$ cat config.mk
export PLATFORM = sky130hd
export DESIGN_NAME = input_conditioner_flat
export DESIGN_NICKNAME = d
export VERILOG_FILES = /design/src/rtl/input_pkg.sv /design/src/rtl/input_conditioner_if.sv /design/src/rtl/coin_shaper.sv /design/src/rtl/input_conditioner.sv /design/src/flat_wrapper.sv
export SDC_FILE = /design/constraint.sdc
export NUM_CORES = 1
export LEC_CHECK = 0
export CAP_MARGIN = 10
export CORE_ASPECT_RATIO = 2
export CORE_MARGIN = 2
export CORE_UTILIZATION = 40
export DETAILED_ROUTE_END_ITERATION = 12
export PLACE_DENSITY = 0.71
export RECOVER_POWER = 50
export SETUP_SLACK_MARGIN = 0.4
export SLEW_MARGIN = 20
export SYNTH_ARGS = -nofsm -noshare
export SYNTH_HDL_FRONTEND = slang
export SYNTH_SLANG_ARGS = --single-unit
$ cat constraint.sdc
create_clock -name clk_sys -period 7.7 [get_ports clk_sys]
set_clock_uncertainty 0.1 [all_clocks]
set_input_delay 1.54 -clock clk_sys [delete_from_list [all_inputs] [get_ports clk_sys]]
set_output_delay 1.54 -clock clk_sys [all_outputs]
set_load 0.01 [all_outputs]
$ cat src/rtl/input_pkg.sv
// Shared definitions for the input conditioner.
//   - JB_*  : bit positions inside a 16-bit hps_io joystick word
//   - F_*   : bit positions inside the 6-bit player field {trig2, trig1, left, down, right, up}
//   - SC_*  : PS/2 set-2 scancodes that drive buttons
//   - coin_state_t : coin pulse shaper states
//   - joy_to_field : reorders joystick bits [5:0] into player field order
package input_pkg;

    localparam int JB_RIGHT  = 0;
    localparam int JB_LEFT   = 1;
    localparam int JB_DOWN   = 2;
    localparam int JB_UP     = 3;
    localparam int JB_TRIG1  = 4;
    localparam int JB_TRIG2  = 5;
    localparam int JB_START1 = 6;
    localparam int JB_START2 = 7;
    localparam int JB_COIN   = 8;

    localparam int F_UP    = 0;
    localparam int F_RIGHT = 1;
    localparam int F_DOWN  = 2;
    localparam int F_LEFT  = 3;
    localparam int F_TRIG1 = 4;
    localparam int F_TRIG2 = 5;

    // Player 1 arrows arrive as extended codes, but the extended bit is ignored for them.
    localparam logic [7:0] SC_P1_UP    = 8'h75;
    localparam logic [7:0] SC_P1_DOWN  = 8'h72;
    localparam logic [7:0] SC_P1_LEFT  = 8'h6B;
    localparam logic [7:0] SC_P1_RIGHT = 8'h74;
    localparam logic [7:0] SC_P1_TRIG1 = 8'h29;
    localparam logic [7:0] SC_P1_TRIG2 = 8'h14;
    localparam logic [7:0] SC_P2_UP    = 8'h2D;
    localparam logic [7:0] SC_P2_DOWN  = 8'h2B;
    localparam logic [7:0] SC_P2_LEFT  = 8'h23;
    localparam logic [7:0] SC_P2_RIGHT = 8'h34;
    localparam logic [7:0] SC_P2_TRIG1 = 8'h1C;
    localparam logic [7:0] SC_P2_TRIG2 = 8'h1B;
    localparam logic [7:0] SC_F1       = 8'h05;
    localparam logic [7:0] SC_F2       = 8'h06;
    localparam logic [7:0] SC_START1   = 8'h16;
    localparam logic [7:0] SC_START2   = 8'h1E;
    localparam logic [7:0] SC_COIN1    = 8'h2E;
    localparam logic [7:0] SC_COIN2    = 8'h36;

    typedef enum logic [1:0] {
        IDLE  = 2'd0,
        PULSE = 2'd1,
        GAP   = 2'd2
    } coin_state_t;

    function automatic logic [5:0] joy_to_field(input logic [5:0] j);
        logic [5:0] f;
        f          = '0;
        f[F_UP]    = j[JB_UP];
        f[F_RIGHT] = j[JB_RIGHT];
        f[F_DOWN]  = j[JB_DOWN];
        f[F_LEFT]  = j[JB_LEFT];
        f[F_TRIG1] = j[JB_TRIG1];
        f[F_TRIG2] = j[JB_TRIG2];
        return f;
    endfunction

endpackage

$ cat src/rtl/input_conditioner_if.sv
// Bundle between hps_io (keyboard/joysticks) and the game core input ports.
//   master : drives ps2_key, joystk1, joystk2, cabinet; receives inp0/1/2, coin_busy
//   slave  : the input conditioner itself
interface input_conditioner_if;
    logic [10:0] ps2_key;
    logic [15:0] joystk1;
    logic [15:0] joystk2;
    logic        cabinet;
    logic [5:0]  inp0;
    logic [5:0]  inp1;
    logic [2:0]  inp2;
    logic        coin_busy;

    modport master (
        output ps2_key, joystk1, joystk2, cabinet,
        input  inp0, inp1, inp2, coin_busy
    );

    modport slave (
        input  ps2_key, joystk1, joystk2, cabinet,
        output inp0, inp1, inp2, coin_busy
    );
endinterface

$ cat src/rtl/coin_shaper.sv
// Turns coin requests into fixed-width pulses separated by a minimum gap.
// Rising edges of raw_coin are queued (saturating at COIN_QMAX).
//   clk_sys, reset_n : clock, async active-low reset
//   raw_coin         : OR of every coin source
//   coin             : high exactly while a pulse is being emitted
//   busy             : pulse/gap in progress or requests pending (one cycle late,
//                      so the IDLE dispatch cycle is covered)
//
// state | meaning
// IDLE  | no pulse; dispatches the next queued request
// PULSE | coin high, counting COIN_PULSE cycles
// GAP   | coin low, counting COIN_GAP cycles before the next dispatch
module coin_shaper
    import input_pkg::*;
#(
    parameter int unsigned COIN_PULSE = 4800000,
    parameter int unsigned COIN_GAP   = 4800000,
    parameter int unsigned COIN_QMAX  = 3
) (
    input  logic clk_sys,
    input  logic reset_n,
    input  logic raw_coin,
    output logic coin,
    output logic busy
);
    localparam int unsigned CMAX = (COIN_PULSE > COIN_GAP) ? COIN_PULSE : COIN_GAP;
    localparam int          CW   = (CMAX > 1) ? $clog2(CMAX) : 1;
    localparam int          QW   = (COIN_QMAX > 0) ? $clog2(COIN_QMAX + 1) : 1;

    coin_state_t   state_q;
    logic [CW-1:0] cnt_q;
    logic [QW-1:0] pend_q, pend_d;
    logic          rc_q, coin_q, busy_q;
    logic          rise, dispatch;

    assign rise     = raw_coin & ~rc_q;
    assign dispatch = (state_q == IDLE) && (pend_q != '0);

    // Simultaneous enqueue and dispatch cancel out.
    always_comb begin
        pend_d = pend_q;
        if (rise && !dispatch) begin
            if (pend_q != QW'(COIN_QMAX))
                pend_d = pend_q + QW'(1);
        end else if (dispatch && !rise) begin
            pend_d = pend_q - QW'(1);
        end
    end

    always_ff @(posedge clk_sys or negedge reset_n) begin
        if (!reset_n) begin
            state_q <= IDLE;
            cnt_q   <= '0;
            pend_q  <= '0;
            rc_q    <= 1'b0;
            coin_q  <= 1'b0;
            busy_q  <= 1'b0;
        end else begin
            rc_q   <= raw_coin;
            pend_q <= pend_d;
            busy_q <= (state_q != IDLE) || (pend_q != '0);
            unique case (state_q)
                IDLE: begin
                    if (dispatch) begin
                        state_q <= PULSE;
                        cnt_q   <= CW'(COIN_PULSE - 1);
                        coin_q  <= 1'b1;
                    end
                end
                PULSE: begin
                    if (cnt_q == '0) begin
                        state_q <= GAP;
                        cnt_q   <= CW'(COIN_GAP - 1);
                        coin_q  <= 1'b0;
                    end else begin
                        cnt_q <= cnt_q - CW'(1);
                    end
                end
                GAP: begin
                    if (cnt_q == '0)
                        state_q <= IDLE;
                    else
                        cnt_q <= cnt_q - CW'(1);
                end
                default: begin
                    state_q <= IDLE;
                    coin_q  <= 1'b0;
                end
            endcase
        end
    end

    assign coin = coin_q;
    assign busy = busy_q;
endmodule

$ cat src/rtl/input_conditioner.sv
// Input stage for the game core: decodes PS/2 key events into held buttons,
// merges them with both joysticks (player 2 mirrors onto player 1 on an
// upright cabinet) and shapes coin requests.
//   clk_sys, reset_n : clock, async active-low reset
//   bus (slave)      : ps2_key, joystk1, joystk2, cabinet in;
//                      inp0 (player 1), inp1 (player 2), inp2 {coin, start2, start1},
//                      coin_busy out -- all outputs registered
module input_conditioner
    import input_pkg::*;
#(
    parameter int unsigned COIN_PULSE = 4800000,
    parameter int unsigned COIN_GAP   = 4800000,
    parameter int unsigned COIN_QMAX  = 3
) (
    input  logic              clk_sys,
    input  logic              reset_n,
    input_conditioner_if.slave bus
);
    logic       primed_q, tog_q;
    logic [5:0] key_p1_q, key_p1_d, key_p2_q, key_p2_d;
    logic       key_s1_q, key_s1_d, key_s2_q, key_s2_d;
    logic       key_c1_q, key_c1_d, key_c2_q, key_c2_d;
    logic [5:0] inp0_q, inp0_d, inp1_q, inp1_d;
    logic [2:0] inp2_q, inp2_d;
    logic       coin_busy_q;
    logic [5:0] p2_mrg;
    logic [7:0] code;
    logic       pressed, ext, evt;
    logic       raw_coin, coin, shaper_busy;
    logic       unused_joy_hi;

    assign code    = bus.ps2_key[7:0];
    assign pressed = bus.ps2_key[9];
    assign ext     = bus.ps2_key[8];
    // The first edge after reset only captures the toggle level.
    assign evt     = primed_q && (bus.ps2_key[10] != tog_q);

    assign unused_joy_hi = ^{bus.joystk1[15:9], bus.joystk2[15:9]};

    always_comb begin
        key_p1_d = key_p1_q;
        key_p2_d = key_p2_q;
        key_s1_d = key_s1_q;
        key_s2_d = key_s2_q;
        key_c1_d = key_c1_q;
        key_c2_d = key_c2_q;
        if (evt) begin
            case (code)
                SC_P1_UP:    key_p1_d[F_UP]    = pressed;
                SC_P1_DOWN:  key_p1_d[F_DOWN]  = pressed;
                SC_P1_LEFT:  key_p1_d[F_LEFT]  = pressed;
                SC_P1_RIGHT: key_p1_d[F_RIGHT] = pressed;
                default: ;
            endcase
            if (!ext) begin
                case (code)
                    SC_P1_TRIG1: key_p1_d[F_TRIG1] = pressed;
                    SC_P1_TRIG2: key_p1_d[F_TRIG2] = pressed;
                    SC_P2_UP:    key_p2_d[F_UP]    = pressed;
                    SC_P2_DOWN:  key_p2_d[F_DOWN]  = pressed;
                    SC_P2_LEFT:  key_p2_d[F_LEFT]  = pressed;
                    SC_P2_RIGHT: key_p2_d[F_RIGHT] = pressed;
                    SC_P2_TRIG1: key_p2_d[F_TRIG1] = pressed;
                    SC_P2_TRIG2: key_p2_d[F_TRIG2] = pressed;
                    SC_F1: begin
                        key_s1_d = pressed;
                        key_c1_d = pressed;
                    end
                    SC_F2: begin
                        key_s2_d = pressed;
                        key_c2_d = pressed;
                    end
                    SC_START1:   key_s1_d = pressed;
                    SC_START2:   key_s2_d = pressed;
                    SC_COIN1:    key_c1_d = pressed;
                    SC_COIN2:    key_c2_d = pressed;
                    default: ;
                endcase
            end
        end
    end

    always_comb begin
        p2_mrg = key_p2_q | joy_to_field(bus.joystk2[5:0]);
        inp1_d = p2_mrg;
        inp0_d = key_p1_q | joy_to_field(bus.joystk1[5:0]) | (bus.cabinet ? 6'd0 : p2_mrg);
        inp2_d = {coin,
                  key_s2_q | bus.joystk1[JB_START2] | bus.joystk2[JB_START2],
                  key_s1_q | bus.joystk1[JB_START1] | bus.joystk2[JB_START1]};
    end

    assign raw_coin = key_c1_q | key_c2_q | bus.joystk1[JB_COIN] | bus.joystk2[JB_COIN];

    always_ff @(posedge clk_sys or negedge reset_n) begin
        if (!reset_n) begin
            primed_q    <= 1'b0;
            tog_q       <= 1'b0;
            key_p1_q    <= '0;
            key_p2_q    <= '0;
            key_s1_q    <= 1'b0;
            key_s2_q    <= 1'b0;
            key_c1_q    <= 1'b0;
            key_c2_q    <= 1'b0;
            inp0_q      <= '0;
            inp1_q      <= '0;
            inp2_q      <= '0;
            coin_busy_q <= 1'b0;
        end else begin
            primed_q    <= 1'b1;
            // Either the priming capture or the event update; equal otherwise.
            tog_q       <= bus.ps2_key[10];
            key_p1_q    <= key_p1_d;
            key_p2_q    <= key_p2_d;
            key_s1_q    <= key_s1_d;
            key_s2_q    <= key_s2_d;
            key_c1_q    <= key_c1_d;
            key_c2_q    <= key_c2_d;
            inp0_q      <= inp0_d;
            inp1_q      <= inp1_d;
            inp2_q      <= inp2_d;
            coin_busy_q <= shaper_busy;
        end
    end

    coin_shaper #(
        .COIN_PULSE (COIN_PULSE),
        .COIN_GAP   (COIN_GAP),
        .COIN_QMAX  (COIN_QMAX)
    ) u_coin_shaper (
        .clk_sys  (clk_sys),
        .reset_n  (reset_n),
        .raw_coin (raw_coin),
        .coin     (coin),
        .busy     (shaper_busy)
    );

    assign bus.inp0      = inp0_q;
    assign bus.inp1      = inp1_q;
    assign bus.inp2      = inp2_q;
    assign bus.coin_busy = coin_busy_q;
endmodule

$ cat src/flat_wrapper.sv
// flat-port wrapper written by rule: the top's interface ports become plain ports
module input_conditioner_flat import input_pkg::*;
#(
    parameter int unsigned COIN_PULSE = 4800000,
    parameter int unsigned COIN_GAP   = 4800000,
    parameter int unsigned COIN_QMAX  = 3
)
  (clk_sys, reset_n, bus_ps2_key, bus_joystk1, bus_joystk2, bus_cabinet, bus_inp0, bus_inp1, bus_inp2, bus_coin_busy);
  input_conditioner_if bus_i ();
  input  logic clk_sys;
  input  logic reset_n;
  input wire logic [$bits(bus_i.ps2_key)-1:0] bus_ps2_key;
  input wire logic [$bits(bus_i.joystk1)-1:0] bus_joystk1;
  input wire logic [$bits(bus_i.joystk2)-1:0] bus_joystk2;
  input wire logic [$bits(bus_i.cabinet)-1:0] bus_cabinet;
  output wire logic [$bits(bus_i.inp0)-1:0] bus_inp0;
  output wire logic [$bits(bus_i.inp1)-1:0] bus_inp1;
  output wire logic [$bits(bus_i.inp2)-1:0] bus_inp2;
  output wire logic [$bits(bus_i.coin_busy)-1:0] bus_coin_busy;
  assign bus_i.ps2_key = bus_ps2_key;
  assign bus_i.joystk1 = bus_joystk1;
  assign bus_i.joystk2 = bus_joystk2;
  assign bus_i.cabinet = bus_cabinet;
  assign bus_inp0 = bus_i.inp0;
  assign bus_inp1 = bus_i.inp1;
  assign bus_inp2 = bus_i.inp2;
  assign bus_coin_busy = bus_i.coin_busy;
  input_conditioner #(.COIN_PULSE(COIN_PULSE), .COIN_GAP(COIN_GAP), .COIN_QMAX(COIN_QMAX)) u_core (.clk_sys(clk_sys), .reset_n(reset_n), .bus(bus_i));
endmodule
==> impl_metrics.tcl <==
set metrics [dict create \
    status "finished, violations left" \
    violations "capacitance limit, slew limit" \
    setup-tns-final_ns 0 \
    clock_sinks 64 \
    use_met2_pct 32.4 \
    cts_tree "done" \
    met1_usage_pct 20.5 \
    portBuffers 47 \
    final_area_um2 4100 \
    hold_depth 0 \
    ys_types 51 \
    syn_area_per_cell_um2 10.1 \
    hold_path_class "reg2reg" \
    path_buf_inv 2 \
    synthArstFlopShare_pct 100 \
    p_int_mw 0.825 \
    antenna_found_initial 0 \
    netlist_instances 326 \
    synth_top_family_by_area "simple AND/OR/NAND/NOR gates" \
    endpoint_kind "asynchronous set/reset pin" \
    clockRootBuffer "clkbuf_16" \
    report.final.slew_viol_count 65 \
    synth_compound_area_share_pct 16.4 \
    drive_gt1_share_pct 13.6 \
    setup_viol_count_final 0 \
    finalCriticalPeriod_ns 4.42 \
    seq_area_frac_synth_pct 48.7 \
    crit_chain "buf_2 -> clkbuf_1" \
    swShare_pct 35.8 \
    clock_path_buffers 2 \
    crit_slowest_cell "clkbuf_1" \
    r2r_cells 7 \
    ctsHoldBuffers 0 \
    die_h_um 132 \
    finalNetCount 429 \
    start_util_pct 41.4 \
    max_slew_margin_pct -123 \
    worstSetupPathType "in2async" \
    cts_resized 0 \
    vias 2682 \
    max-vdd-ir-drop_mv 0.196 \
    critPathTopFamily "buffers and inverters" \
    drt_iter0_drc 119 \
    grt_pass1_wl_mm 13.0 \
    cpPeakStageDelay_ns 2.35 \
    yosys.area_share.xor_xnor_pct 1.60 \
    n_antenna_cell 0 \
    synth_edf_count 0 \
    required_ns 7.28 \
    p_comb_share_pct 35.2 \
    drc 0 \
    grt-ovfl-total 0 \
    p_per_area_nw_per_um2 314 \
    busiest_layer "met2" \
    max_freq_ghz 0.226 \
    antenna_left 0 \
    finalHoldViolations 0 \
    synth-seq-cells 64 \
    use_met3_pct 4.78 \
    cp.depth 2 \
    worstMarginPinSlew_ns 3.35 \
    synth_flop_cell "dfrtp_1" \
    routed_wl_mm 7.65 \
    cp_max_fo 64 \
    crit_path_start_kind "primary input" \
    seq_power_share_pct 36.0 \
    max_cap_violations 1 \
    grt_max_degree 65 \
    gp_congestion 0.833 \
    min_period_over_period_pct 57.4 \
    dp.final_hpwl_mm 5.71 \
    cts_setup_buffers 0 \
    core_um2 7940 \
    path_clk_slew_ns 0.05 \
    yosys_warnings 0 \
    placed_cell_area_um2 3830 \
    htree_levels 3 \
    grt_use_total_pct 19.4 \
    worstSkewPairLatency_ns 0.33 \
    cts-buffers-inserted 9 \
    synth_nets 378 \
    synth_mux_area_share_pct 6.16 \
    dieArea_um2 9010 \
    synth_simple_gate_area_share_pct 21.2 \
    fp.dieW_um 68.1 \
    io_pins 62 \
    rsz0062_at_grt "no" \
    synthesis.area_um2 3290 \
    crit_arrival_ns 4.00 \
    routedWlPerCell_um 16.0 \
    rows 46 \
    p_leak_nw 1.67 \
    synth_adder_area_share_pct 2.28 \
    via_per_inst 5.61 \
    drt_pass1_iterations 4 \
    clkPwrFrac_pct 28.8 \
    syn2layout_area_growth_pct 24.5 \
    power.switching_mw 0.460 \
    grt_pass1_vias 2755 \
]
synth_stat cells, types with 5 or more instances:
cell type	instances	area share (%)
o21ai_0	9	1.4
ha_1	6	2.3
or3_1	17	3.2
nand2_1	13	1.5
dfrtp_1	64	49
inv_1	16	1.8
nand3_1	6	0.91
mux2_2	18	6.2
o22a_1	7	1.9
nor4_1	7	1.3
or2_2	5	0.95
a21oi_1	26	4.0
nand2b_1	8	1.5
nor2_1	46	5.2
nor3_1	10	1.5
flip-flops by register name (all words and copies together) (netlist names), 2 cells and up:
signal                        count
u_core.bus.inp2                   3
u_core.u_coin_shaper.pend_q       2
u_core.u_coin_shaper.state_q      2
u_core.key_p2_q                   6
u_core.bus.inp1                   6
u_core.u_coin_shaper.cnt_q       23
u_core.bus.inp0                   6
u_core.key_p1_q                   6
logic make-up after synthesis:
kind of cell | after synthesis
muxes | 18
xor gates and xnor gates | 6
adders and majority gates | 6
other | 1
DFF | 64
AOI/OAI and AO/OA | 75
and+or+nand+nor | 132
buffers and inverters | 24
worst register-to-register path: cells and delay by family, from the launching register on:
kind	cells	cell delay, ns
simple gates	3	1.45
fa+ha+maj	1	0.23
compound gates	1	0.29
flops	1	0.39
buf+inv	1	0.12
xor+xnor	1	0.21
layout by cell type, fill, tap and decap left out, types with 3 or more instances in the layout:
| cell | synthesis | layout |
|---|---|---|
| nand3_1 | 6 | 6 |
| o22a_1 | 7 | 7 |
| a21oi_1 | 26 | 26 |
| o21ai_1 | 4 | 4 |
| nand4_1 | 3 | 3 |
| or2_2 | 5 | 5 |
| dfrtp_1 | 64 | 64 |
| ha_1 | 6 | 6 |
| a21oi_2 | 3 | 3 |
| dlygate4sd3_1 | 0 | 7 |
| a2bb2oi_1 | 3 | 3 |
| inv_1 | 16 | 16 |
| o21ai_0 | 9 | 9 |
| nand2b_1 | 8 | 8 |
| clkdlybuf4s50_1 | 0 | 39 |
| nor2_1 | 46 | 46 |
| nor4_1 | 7 | 7 |
| nor3b_1 | 4 | 4 |
| xor2_1 | 4 | 4 |
| clkbuf_16 | 0 | 9 |
| a31oi_1 | 3 | 3 |
| nand2_1 | 13 | 13 |
| mux2_2 | 18 | 18 |
| nor3_1 | 10 | 10 |
| or3_1 | 17 | 17 |
| or4_1 | 4 | 4 |
| clkinvlp_4 | 0 | 3 |
metrics by stage:
stage | worst slack (ns) | hold WS (ns) | power (mW) | cells | util, %
6_report | 3.28 | 0.246 | 1.28 | 478 | 51.6
5_1_grt | 2.36 | 0.250 | 1.36 | 478 | 51.6
4_1_cts | 4.09 | 0.249 | 1.29 | 478 | 51.6
3_5_place_dp | 3.75 | 0.236 | 0.920 | 462 | 48.2
3_3_place_gp | 3.78 | 0.232 | 0.904 | 462 | 48.2
2_1_floorplan | 4.53 | 0.231 | 0.802 | 326 | -
power by group through the flow:
stage	combinational [mW]	clock (mW)	sequential, mW
detailed placement	0.453	0	0.467
global placement	0.440	0	0.463
global route	0.497	0.393	0.473
finish	0.453	0.370	0.462
floorplan	0.345	0	0.457
CTS	0.455	0.377	0.461
routing by layer:
layer	part of all wire, %	wire (um)
met3	3.7	285
met1	35	2660
met4	5.0	380
met2	56	4320
met5	0	0
layout make-up:
class / count / area, um2
tap: 96 / 120
sequential: 64 / 1600
multi-input combinational: 238 / 1570
inverter: 16 / 60.1
clock inverter: 5 / 32.5
timing repair buffer: 48 / 469
clock buffer: 11 / 243
fill: 760 / 3840
final timing paths:
check | start | slack [ns] | end
max | reset_n | 3.28 | u_core.u_coin_shaper.cnt_q[11]
min | u_core.u_coin_shaper.busy | 0.25 | u_core.bus.coin_busy
max reg2reg | u_core.u_coin_shaper.cnt_q[0] | 4.80 | u_core.u_coin_shaper.cnt_q[20]
min reg2reg | u_core.u_coin_shaper.busy | 0.25 | u_core.bus.coin_busy
max in group clk_sys | bus_ps2_key[10] | 4.01 | u_core.key_p2_q[4]
min in group asynchronous | reset_n | 2.33 | u_core.u_coin_shaper.pend_q[0]
(Power assumes the default switching activity.)
